## src/rtl/semaforo_pkg.sv

```systemverilog
// Shared definitions for the two-approach intersection phase scheduler.
// Contents: phase enum, one-hot light encodings, config selector codes,
// default durations and small decode helpers used by the controller.
package semaforo_pkg;

  typedef enum logic [2:0] {
    AG   = 3'd0,  // approach A green
    AY   = 3'd1,  // approach A yellow
    CLR1 = 3'd2,  // all-red clearance after A
    BG   = 3'd3,  // approach B green
    BY   = 3'd4,  // approach B yellow
    CLR2 = 3'd5   // all-red clearance after B
  } state_t;

  typedef enum logic [1:0] {
    SEL_VERDE_A  = 2'd0,
    SEL_VERDE_B  = 2'd1,
    SEL_AMARELO  = 2'd2,
    SEL_VERMELHO = 2'd3
  } cfg_sel_t;

  localparam logic [2:0] LUZ_VERDE    = 3'b100;
  localparam logic [2:0] LUZ_AMARELO  = 3'b010;
  localparam logic [2:0] LUZ_VERMELHO = 3'b001;

  localparam int DEF_CNT_W      = 8;
  localparam int DEF_VERDE      = 3;
  localparam int DEF_AMARELO    = 1;
  localparam int DEF_VERMELHO   = 2;
  localparam int DEF_MIN_GREEN  = 1;

  // Fixed phase rotation: AG -> AY -> CLR1 -> BG -> BY -> CLR2 -> AG.
  function automatic state_t next_phase(input state_t s);
    case (s)
      AG:      next_phase = AY;
      AY:      next_phase = CLR1;
      CLR1:    next_phase = BG;
      BG:      next_phase = BY;
      BY:      next_phase = CLR2;
      default: next_phase = AG;
    endcase
  endfunction

  function automatic logic [2:0] luz_a(input state_t s);
    case (s)
      AG:      luz_a = LUZ_VERDE;
      AY:      luz_a = LUZ_AMARELO;
      default: luz_a = LUZ_VERMELHO;
    endcase
  endfunction

  function automatic logic [2:0] luz_b(input state_t s);
    case (s)
      BG:      luz_b = LUZ_VERDE;
      BY:      luz_b = LUZ_AMARELO;
      default: luz_b = LUZ_VERMELHO;
    endcase
  endfunction

endpackage

```

## src/rtl/phase_timer.sv

```systemverilog
// Phase duration timer.
// A loadable down-counter reports o_done when it reaches zero; an elapsed
// counter, cleared on load and saturating at MIN_GREEN, reports o_min_ok
// once the phase has run at least MIN_GREEN cycles.
// Ports: clk, rst_n (async, active-low), i_load, i_load_val, o_done, o_min_ok.
module phase_timer #(
  parameter int              CNT_W     = 8,
  parameter int              MIN_GREEN = 1,
  parameter logic [CNT_W-1:0] RST_CNT  = '0
) (
  input  logic             clk,
  input  logic             rst_n,
  input  logic             i_load,
  input  logic [CNT_W-1:0] i_load_val,
  output logic             o_done,
  output logic             o_min_ok
);

  localparam logic [CNT_W-1:0] MIN_EL = CNT_W'(MIN_GREEN);
  localparam logic [CNT_W-1:0] ONE    = CNT_W'(1);

  logic [CNT_W-1:0] r_cnt;
  logic [CNT_W-1:0] r_elapsed;

  // NOTE: sequential state uses non-blocking (<=) so every register samples
  // pre-edge values; blocking here would create order-dependent races.
  always_ff @(posedge clk or negedge rst_n) begin
    if (!rst_n) begin
      r_cnt     <= RST_CNT;
      r_elapsed <= '0;
    end else if (i_load) begin
      r_cnt     <= i_load_val;
      r_elapsed <= '0;
    end else begin
      if (r_cnt != '0)       r_cnt     <= r_cnt - ONE;
      if (r_elapsed < MIN_EL) r_elapsed <= r_elapsed + ONE;
    end
  end

  assign o_done   = (r_cnt == '0);
  assign o_min_ok = (r_elapsed >= MIN_EL);

endmodule

```

## src/rtl/semaforo_sched.sv

```systemverilog
// Two-approach intersection phase scheduler (top level).
// Sequences green/yellow/all-red phases from programmable durations, latches
// pedestrian requests, truncates the conflicting green once MIN_GREEN cycles
// have elapsed, and drives registered light heads and walk indicators.
// Ports: clk, rst (async, active-low), bt_a/bt_b push buttons,
//        cfg_we/cfg_sel/cfg_data duration writes, A/B one-hot lights,
//        walk_a/walk_b pedestrian indicators.
module semaforo_sched
  import semaforo_pkg::*;
#(
  parameter int CNT_W      = DEF_CNT_W,
  parameter int T_VERDE    = DEF_VERDE,
  parameter int T_AMARELO  = DEF_AMARELO,
  parameter int T_VERMELHO = DEF_VERMELHO,
  parameter int MIN_GREEN  = DEF_MIN_GREEN
) (
  input  logic             clk,
  input  logic             rst,
  input  logic             bt_a,
  input  logic             bt_b,
  input  logic             cfg_we,
  input  logic [1:0]       cfg_sel,
  input  logic [CNT_W-1:0] cfg_data,
  output logic [2:0]       A,
  output logic [2:0]       B,
  output logic             walk_a,
  output logic             walk_b
);

  localparam logic [CNT_W-1:0] ONE = CNT_W'(1);

  state_t           r_state, w_next_state;
  logic             w_advance, w_trunc, w_done, w_min_ok;
  logic [CNT_W-1:0] w_load_val, w_cfg_val;
  logic [CNT_W-1:0] r_dur_ga, r_dur_gb, r_dur_y, r_dur_clr;
  logic             r_req_a, r_req_b, r_walk_a, r_walk_b;
  logic [2:0]       r_luz_a, r_luz_b;
  logic             w_enter_ag, w_enter_bg, w_leave_ag, w_leave_bg;

  phase_timer #(
    .CNT_W     (CNT_W),
    .MIN_GREEN (MIN_GREEN),
    .RST_CNT   (CNT_W'(T_VERDE - 1))
  ) u_timer (
    .clk        (clk),
    .rst_n      (rst),
    .i_load     (w_advance),
    .i_load_val (w_load_val),
    .o_done     (w_done),
    .o_min_ok   (w_min_ok)
  );

  always_ff @(posedge clk or negedge rst) begin
    if (!rst) r_state <= AG;
    else      r_state <= w_next_state;
  end

  // NOTE: every signal written here gets a default first, so no path leaves
  // it unassigned and no latch is inferred.
  always_comb begin
    w_next_state = r_state;
    w_load_val   = '0;
    // A pending crossing request cuts the conflicting green short.
    w_trunc   = w_min_ok && (((r_state == AG) && r_req_a) ||
                             ((r_state == BG) && r_req_b));
    w_advance = w_done || w_trunc;
    if (w_advance) w_next_state = next_phase(r_state);
    // Load uses the duration registers as they stand before this edge, so a
    // write landing on an entry edge only affects the following entry.
    case (w_next_state)
      AG:       w_load_val = r_dur_ga - ONE;
      BG:       w_load_val = r_dur_gb - ONE;
      AY, BY:   w_load_val = r_dur_y - ONE;
      default:  w_load_val = r_dur_clr - ONE;
    endcase
  end

  assign w_enter_ag = w_advance && (w_next_state == AG);
  assign w_enter_bg = w_advance && (w_next_state == BG);
  assign w_leave_ag = w_advance && (r_state == AG);
  assign w_leave_bg = w_advance && (r_state == BG);

  // Lights are registered from the next state so they change on the same
  // edge as the state register.
  always_ff @(posedge clk or negedge rst) begin
    if (!rst) begin
      r_luz_a <= LUZ_VERDE;
      r_luz_b <= LUZ_VERMELHO;
    end else begin
      r_luz_a <= luz_a(w_next_state);
      r_luz_b <= luz_b(w_next_state);
    end
  end

  // A press sampled on the entry edge is served in that phase; service has
  // priority over setting, so the request never survives its own crossing.
  always_ff @(posedge clk or negedge rst) begin
    if (!rst) begin
      r_req_a  <= 1'b0;
      r_req_b  <= 1'b0;
      r_walk_a <= 1'b0;
      r_walk_b <= 1'b0;
    end else begin
      if (w_enter_bg)      r_walk_a <= r_req_a | bt_a;
      else if (w_leave_bg) r_walk_a <= 1'b0;
      if (w_enter_ag)      r_walk_b <= r_req_b | bt_b;
      else if (w_leave_ag) r_walk_b <= 1'b0;

      if (w_enter_bg) r_req_a <= 1'b0;
      else if (bt_a)  r_req_a <= 1'b1;
      if (w_enter_ag) r_req_b <= 1'b0;
      else if (bt_b)  r_req_b <= 1'b1;
    end
  end

  // A zero duration would stall the counter semantics; store it as 1.
  assign w_cfg_val = (cfg_data == '0) ? ONE : cfg_data;

  // NOTE: the duration registers are reset like any other state because a
  // reset must discard programmed timing and fall back to the defaults.
  always_ff @(posedge clk or negedge rst) begin
    if (!rst) begin
      r_dur_ga  <= CNT_W'(T_VERDE);
      r_dur_gb  <= CNT_W'(T_VERDE);
      r_dur_y   <= CNT_W'(T_AMARELO);
      r_dur_clr <= CNT_W'(T_VERMELHO);
    end else if (cfg_we) begin
      case (cfg_sel_t'(cfg_sel))
        SEL_VERDE_A:  r_dur_ga  <= w_cfg_val;
        SEL_VERDE_B:  r_dur_gb  <= w_cfg_val;
        SEL_AMARELO:  r_dur_y   <= w_cfg_val;
        default:      r_dur_clr <= w_cfg_val;
      endcase
    end
  end

  assign A      = r_luz_a;
  assign B      = r_luz_b;
  assign walk_a = r_walk_a;
  assign walk_b = r_walk_b;

endmodule

```

## config.mk

```make
export PLATFORM = sky130hd
export DESIGN_NAME = semaforo_sched
export DESIGN_NICKNAME = d
export VERILOG_FILES = /design/src/rtl/semaforo_pkg.sv /design/src/rtl/phase_timer.sv /design/src/rtl/semaforo_sched.sv
export SDC_FILE = /design/constraint.sdc
export NUM_CORES = 1
export LEC_CHECK = 0
export ABC_AREA = 0
export BUFFER_PORTS_ARGS = -buffer_cell sky130_fd_sc_hd__buf_2
export CAP_MARGIN = 30
export CORE_MARGIN = 2
export CORE_UTILIZATION = 30
export CTS_CLUSTER_SIZE = 28
export DETAILED_ROUTE_END_ITERATION = 8
export GPL_TIMING_DRIVEN = 1
export SLEW_MARGIN = 20
export SYNTH_ARGS = -nofsm -noshare
export SYNTH_HDL_FRONTEND = slang
export SYNTH_HIERARCHICAL = 1
export SYNTH_SLANG_ARGS = --single-unit
```

## constraint.sdc

```tcl
create_clock -name clk -period 4.6 [get_ports clk]
set_input_delay 0.92 -clock clk [delete_from_list [all_inputs] [get_ports clk]]
set_output_delay 0.92 -clock clk [all_outputs]
set_load 0.01 [all_outputs]
```

== Yosys cells after proc, flatten, opt, wreduce, memory -nomap -nowiden ==
Index checks and enable logic that the tools add are counted.

* Register bits: 61
* Input bits: 15
* Output and inout bits: 8
* Logic and storage cells: 78

* $add $sub $neg: 6
* Order comparisons: 2
* Equal/unequal tests: 9
* Muxes and demuxes: 18
* Bitwise logic cells: 3
* Reduce and logical (&&, ||, !) cells: 27

{| class="wikitable"
|+ Operators with widths
! operator !! number
|-
| 8-bit two-way mux || 5
|-
| 8-bit by 1-bit subtractor with 8-bit output (second input constant) || 5
|-
| 8-bit case mux with 3 select lines || 1
|-
| 8-bit zero test || 2
|-
| 3-bit case mux with 5 select lines || 1
|-
| 3-bit case mux with 2 select lines || 2
|-
| 2-bit nonzero test || 6
|-
| 3-bit by 2-bit == test with 1-bit output (second input constant) || 3
|-
| 8-bit by 1-bit adder with 8-bit output (second input constant) || 1
|-
| 8-bit by 1-bit greater-or-equal comparator with 1-bit output (second input constant) || 1
|-
| 8-bit by 1-bit less-than comparator with 1-bit output (second input constant) || 1
|-
| 1-bit two-way mux || 8
|-
| 2-bit AND reduction || 4
|-
| 8-bit nonzero test || 1
|-
| 1-bit logical AND || 7
|-
| 3-bit by 1-bit == test with 1-bit output (second input constant) || 2
|-
| 3-bit == test (second input constant) || 2
|-
| 3-bit zero test || 2
|-
| 3-bit two-way mux || 1
|-
| 3-bit OR reduction || 1
|-
| 2-bit by 1-bit == test with 1-bit output (second input constant) || 1
|-
| 2-bit == test (second input constant) || 1
|-
| 2-bit zero test || 1
|-
| 1-bit logical OR || 2
|-
| other kinds (3) || 4
|}

== Depth between registers and ports, before layout ==
* Depth in word-level cells: 10
* Depth in mapped cells: 19
* Gate-level depth less buffers: 17

== Cells and area by module ==
The synthesis kept the hierarchy.

{| class="wikitable"
|+ Modules (own cells, without submodules)
! module !! times used !! cells an instance !! area an instance (um^2) !! seq. area each (um^2)
|-
| semaforo_sched || 1 || 210 || 2,323.5 || 1,136.1
|-
| phase_timer || 1 || 87 || 842.1 || 401.6
|}

== Worst setup path after synthesis ==
OpenSTA, ideal clock, no wires.

* Path kind: register -> register
* Start: register u_timer.r_elapsed[0]
* End: register u_timer.r_cnt[7]
* Setup time: 0.127 ns
* Arrival time: 3.624 ns
* Required time: 4.473 ns
* Slack: 0.850 ns
* Cell stages (with the launch flop): 15
* Path buffers: 0
* Clock period less this slack: 3.750 ns
* Cells stage by stage: dfrtp_1 -> inv_1 -> ha_1 -> or4b_1 -> or3_1 -> and4bb_2 -> o21ba_2 -> or4_1 -> a21oi_2 -> o22ai_1 -> a2111oi_4 -> nand4_1 -> xnor2_1 -> nand2_1 -> nand3b_1

* Cells in the longest elaborated chain, start to end: 8
* Elaborated cells between the ends (all ways): 12
* Those cells by class: order compare: 1; eq/ne: 3; mux: 3; reduce/logical: 5

{| class="wikitable"
|+ RTL lines
! item !! RTL line !! RTL
|-
| from (decl) || phase_timer.sv:23 || <nowiki>logic [CNT_W-1:0] r_elapsed;</nowiki>
|-
| from (signal assigned) || phase_timer.sv:36 || <nowiki>if (r_elapsed < MIN_EL) r_elapsed <= r_elapsed + ONE;</nowiki>
|-
| 8-bit by 1-bit greater-or-equal comparator with 1-bit output * || phase_timer.sv:41 || <nowiki>assign o_min_ok = (r_elapsed >= MIN_EL);</nowiki>
|-
| net w_min_ok || semaforo_sched.sv:33 || <nowiki>logic w_advance, w_trunc, w_done, w_min_ok;</nowiki>
|-
| 1-bit logical AND * || semaforo_sched.sv:64 || <nowiki>w_trunc = w_min_ok && (((r_state == AG) && r_req_a) ||</nowiki>
|-
| 1-bit logical OR * || semaforo_sched.sv:66 || <nowiki>w_advance = w_done || w_trunc;</nowiki>
|-
| 3-bit two-way mux * || semaforo_sched.sv:67 || <nowiki>if (w_advance) w_next_state = next_phase(r_state);</nowiki>
|-
| 3-bit == test / 3-bit by 1-bit == test with 1-bit output (equally long branches) || semaforo_sched.sv:70 || <nowiki>case (w_next_state)</nowiki>
|-
| 2-bit OR reduction || semaforo_sched.sv:70 ||
|-
| 8-bit case mux with 3 select lines * || semaforo_sched.sv:70 ||
|-
| net w_load_val[7] || semaforo_sched.sv:34 || <nowiki>logic [CNT_W-1:0] w_load_val, w_cfg_val;</nowiki>
|-
| 8-bit two-way mux * || phase_timer.sv:31 || <nowiki>end else if (i_load) begin</nowiki>
|-
| to (signal assigned) || phase_timer.sv:32 || <nowiki>r_cnt <= i_load_val;</nowiki>
|-
| to (signal assigned) || phase_timer.sv:35 || <nowiki>if (r_cnt != '0) r_cnt <= r_cnt - ONE;</nowiki>
|-
| to (decl) || phase_timer.sv:22 || <nowiki>logic [CNT_W-1:0] r_cnt;</nowiki>
|}

The timed path passes the listed nets; every way through them passes the cells marked *.
A chain may end at the register's enable or synchronous reset.

== Worst setup path in the final report ==
Same ends and word-level chain as after synthesis.

==> results.md <==
- Status: completed
- Largest net degree at the start of global routing: 33
- Post-synthesis simple-gate area fraction: 18.26%
- Syn-to-layout area delta: 16.48%
- Post-synth ARST share: 100.0%
- WL per Instance: 14.37 microns
- Area contributors post-synth: dfrtp_1, mux2_2, dfstp_2, nand2_1, a21oi_1
- Final TNS setup: 0 ns
- Grt total ovfl: 0
- Final setup fails: 0
- Clock root buffer: clkbuf_8
- Clock Tree Buf Depth: 2
- Fin. max-slew vios: 0
- EDFF count, synth: 0
- RSZ-0062 raised after global routing: no
- First-pass GRT wire length: 11610 microns
- Clock latency on the worst-skew pair: 0.34 ns
- Reg2Reg Depth: 14
- Max_cap viols: 0
- Final ANT Viol Nets: 0
- Critical path data required time: 4.82 ns
- Num rows: 37
- Sequential share of power: 34.4%
- Switching power total: 0.8249 mW
- Synth unique cells: 63
- TritonCTS buffer count: 9
- Number of diodes: 0
- Commonest cells in the netlist: dfrtp_1, mux2_2, nand2_1
- Top FF cell, synth: dfrtp_1
- Cells after Synth: 297
- Syn nets: about 320
- Layout cell share with drive strength beyond 1: 28.01%
- Most common cell in the netlist: dfrtp_1
- Final Wtd Congestion: 0.8076
- Clk slew on worst S/H paths: 0.07 ns
- Hold endpoint: r_dur_gb[0]$_DFFE_PN1P_
- Sw Ratio: 36.10%
- R2R Path Start: u_timer/r_elapsed[0]$_DFFE_PN0P_
- Gate power share: 40.2%
- Compound-Gate Fraction of Synth Area: 16.80%
- Hold Vio Cnt, Final: 0
- Post-placement cell area: ~3400 sq um
- Core ar.: 10280 sq um
- Synth Area in XOR/XNOR: between 1.5 and 2%
- Power Density: between 600 and 700 nW/um^2
- Worst-path maximum fanout: 6
- Yosys warnings: 6
- Die ar.: 11390 sq um
- Startpoint types: register
- Share of the yosys chip area belonging to registers: 48.58%
- # clock sinks: 61
- Lkg Pwr: 1.550 nW
- Port bufs: 22
- CTS tree: done
- WHS: 0.4878 ns
- Worst setup EP type: register
- H-tree Lvls: 3
- Largest family of logic cells by synthesized area: simple AND/OR/NAND/NOR gates
- GRT Overall Usage: 13.00%
- Clk pwr share: between 20 and 30%
- Fin cells: 468
- Post-route DRC: 0
- R2r setup slk: 0.41 ns
- Layout Skew: 0.01001 ns
- Via density: between 5 and 6
- Normalized max-slew margin: roughly 53%
- Initial DRC count: 87
- Post-Synth Adder-Cell Area: approximately 2%
- Reg2reg end: u_timer/r_cnt[7]$_DFFE_PN0P_
- Post-synth top area cell: dfrtp_1
- Antenna violations before repair: 0
- Max Fclk: 0.2384 GHz
- # IOs: 23
- Cell area after layout: 3687 sq um
- Final period util: 91.19%
- Routed via count: ~2300
- Flops & latches, synth: 61
- Die Wd: 106.7 microns
- Post-CTS sizing: 0
- DRT Pass-1 Iters: 4
- Maximum vdd drop: about 0.00027 V
- Worst EP arrival: 4.42 ns
- Layout Nets: about 350
- Vias in the first global route: 2285
- Hold-fix buffers, CTS: 0
- Fin crit period: 4.195 ns
- HP Start: r_dur_gb[0]$_DFFE_PN1P_
- Syn Area/Cell: 10.66 sq um
- Slew @ Worst Pin: 0.7081 ns
- Mapped cell area: between 3000 and 4000 sq um
- Setup Fix Bufs, Post-CTS: 0
- Hold WC Path Type: reg2reg
- Total wire length: 6723 microns
- Placed cell count: 452
- Post-synthesis mux area share: 9.605%
- DPL Wire Length: between 4000 and 5000 microns
- Internal Power: 1.460 mW
- Share of the synthesized area in the top cell type: 41.11%
- WHS Path Cells: 2
- Initial Util: 30.80%
- Kind of critical path: reg2reg
- Die extent in y: 106.7 microns
==> how the worst max path moves through the flow <==
stage                                           from                      endpoint  slack, ns  cells past startpoint
global route        u_timer/r_elapsed[0]$_DFFE_PN0P_  u_timer/r_cnt[7]$_DFFE_PN0P_        0.1                     14
global placement        u_timer/r_cnt[0]$_DFFE_PN0P_  u_timer/r_cnt[4]$_DFFE_PN0P_       0.48                     14
detailed placement      u_timer/r_cnt[0]$_DFFE_PN0P_  u_timer/r_cnt[7]$_DFFE_PN0P_       0.42                     14
floorplan           u_timer/r_elapsed[0]$_DFFE_PN0P_  u_timer/r_cnt[7]$_DFFE_PN0P_       0.85                     14
finish              u_timer/r_elapsed[0]$_DFFE_PN0P_  u_timer/r_cnt[7]$_DFFE_PN0P_       0.41                     14
CTS                     u_timer/r_cnt[0]$_DFFE_PN0P_  u_timer/r_cnt[7]$_DFFE_PN0P_       0.41                     14
==> critical path, cell delays in order, from the launching register on <==
cell      delay [ns]
dfrtp_1         0.41
inv_1           0.09
ha_1            0.15
or4b_1          0.48
or3_1           0.49
a21o_1          0.22
a32oi_1         0.48
nand3_1         0.29
o32ai_1         0.53
o22ai_1         0.17
a221oi_2        0.32
nand4_1         0.15
xnor2_1         0.15
nand2_1         0.07
nand3b_1        0.07
==> area by class of cell <==
type,count,area (sq um)
clock buffers,12,145.1
clock inverters,4,95.09
fillers,1035,6590
inverters,16,60.06
multi-input cells,212,1531
flip-flops and latches,61,1538
well taps,136,170.2
repair buffers,27,147.6
==> per-stage QoR <==
step	util, %	setup WS (ns)	power (mW)
3_5_place_dp	33.52	0.4199	1.704
2_1_floorplan	-	0.8495	1.490
4_1_cts	35.85	0.4055	2.293
6_report	35.88	0.4052	2.285
3_3_place_gp	33.52	0.4799	1.682
5_1_grt	35.88	0.09925	2.456
==> routing by layer <==
layer,vias up,GRT usage [%],wire length (microns)
met3,8,3.708,196
met2,34,19.43,3055
li1,1167,-,-
met5,-,0,0
met1,1132,17.94,3374
met4,0,4.731,97
==> cell usage in the layout (no fill, tap or decap), types with 10 or more instances in the layout <==
| cell | netlist | final |
|---|---|---|
| nor2_1 | 15 | 14 |
| a21oi_1 | 13 | 13 |
| clkbuf_8 | 0 | 10 |
| dfrtp_1 | 52 | 52 |
| o21ai_0 | 10 | 10 |
| buf_2 | 3 | 22 |
| nor3_1 | 13 | 13 |
| nand2_1 | 20 | 20 |
| mux2_2 | 27 | 27 |
| inv_1 | 14 | 14 |
==> state kept, by name, summed over array words and instances (netlist names) <==
name               cells
A                      3
B                      3
r_dur_clr              8
r_dur_ga               8
r_dur_gb               8
r_dur_y                8
r_req_a                1
r_req_b                1
r_state                3
u_timer/r_cnt          8
u_timer/r_elapsed      8
walk_a                 1
walk_b                 1
==> power by group through the flow <==
stage	logic [mW]	clock network (mW)	registers, mW
final	0.919	0.581	0.785
after global routing	1.03	0.621	0.807
after CTS	0.916	0.593	0.784
after detailed placement	0.912	0	0.793
after global placement	0.892	0	0.790
after floorplan	0.733	0	0.757
==> cell families after synthesis <==
group | after synthesis
simple gates | 101
compound gates | 73
flops | 61
mux | 27
buf+inv | 24
xor+xnor | 6
fa+ha+maj | 5
No activity file was read; power rests on OpenSTA's default activity.
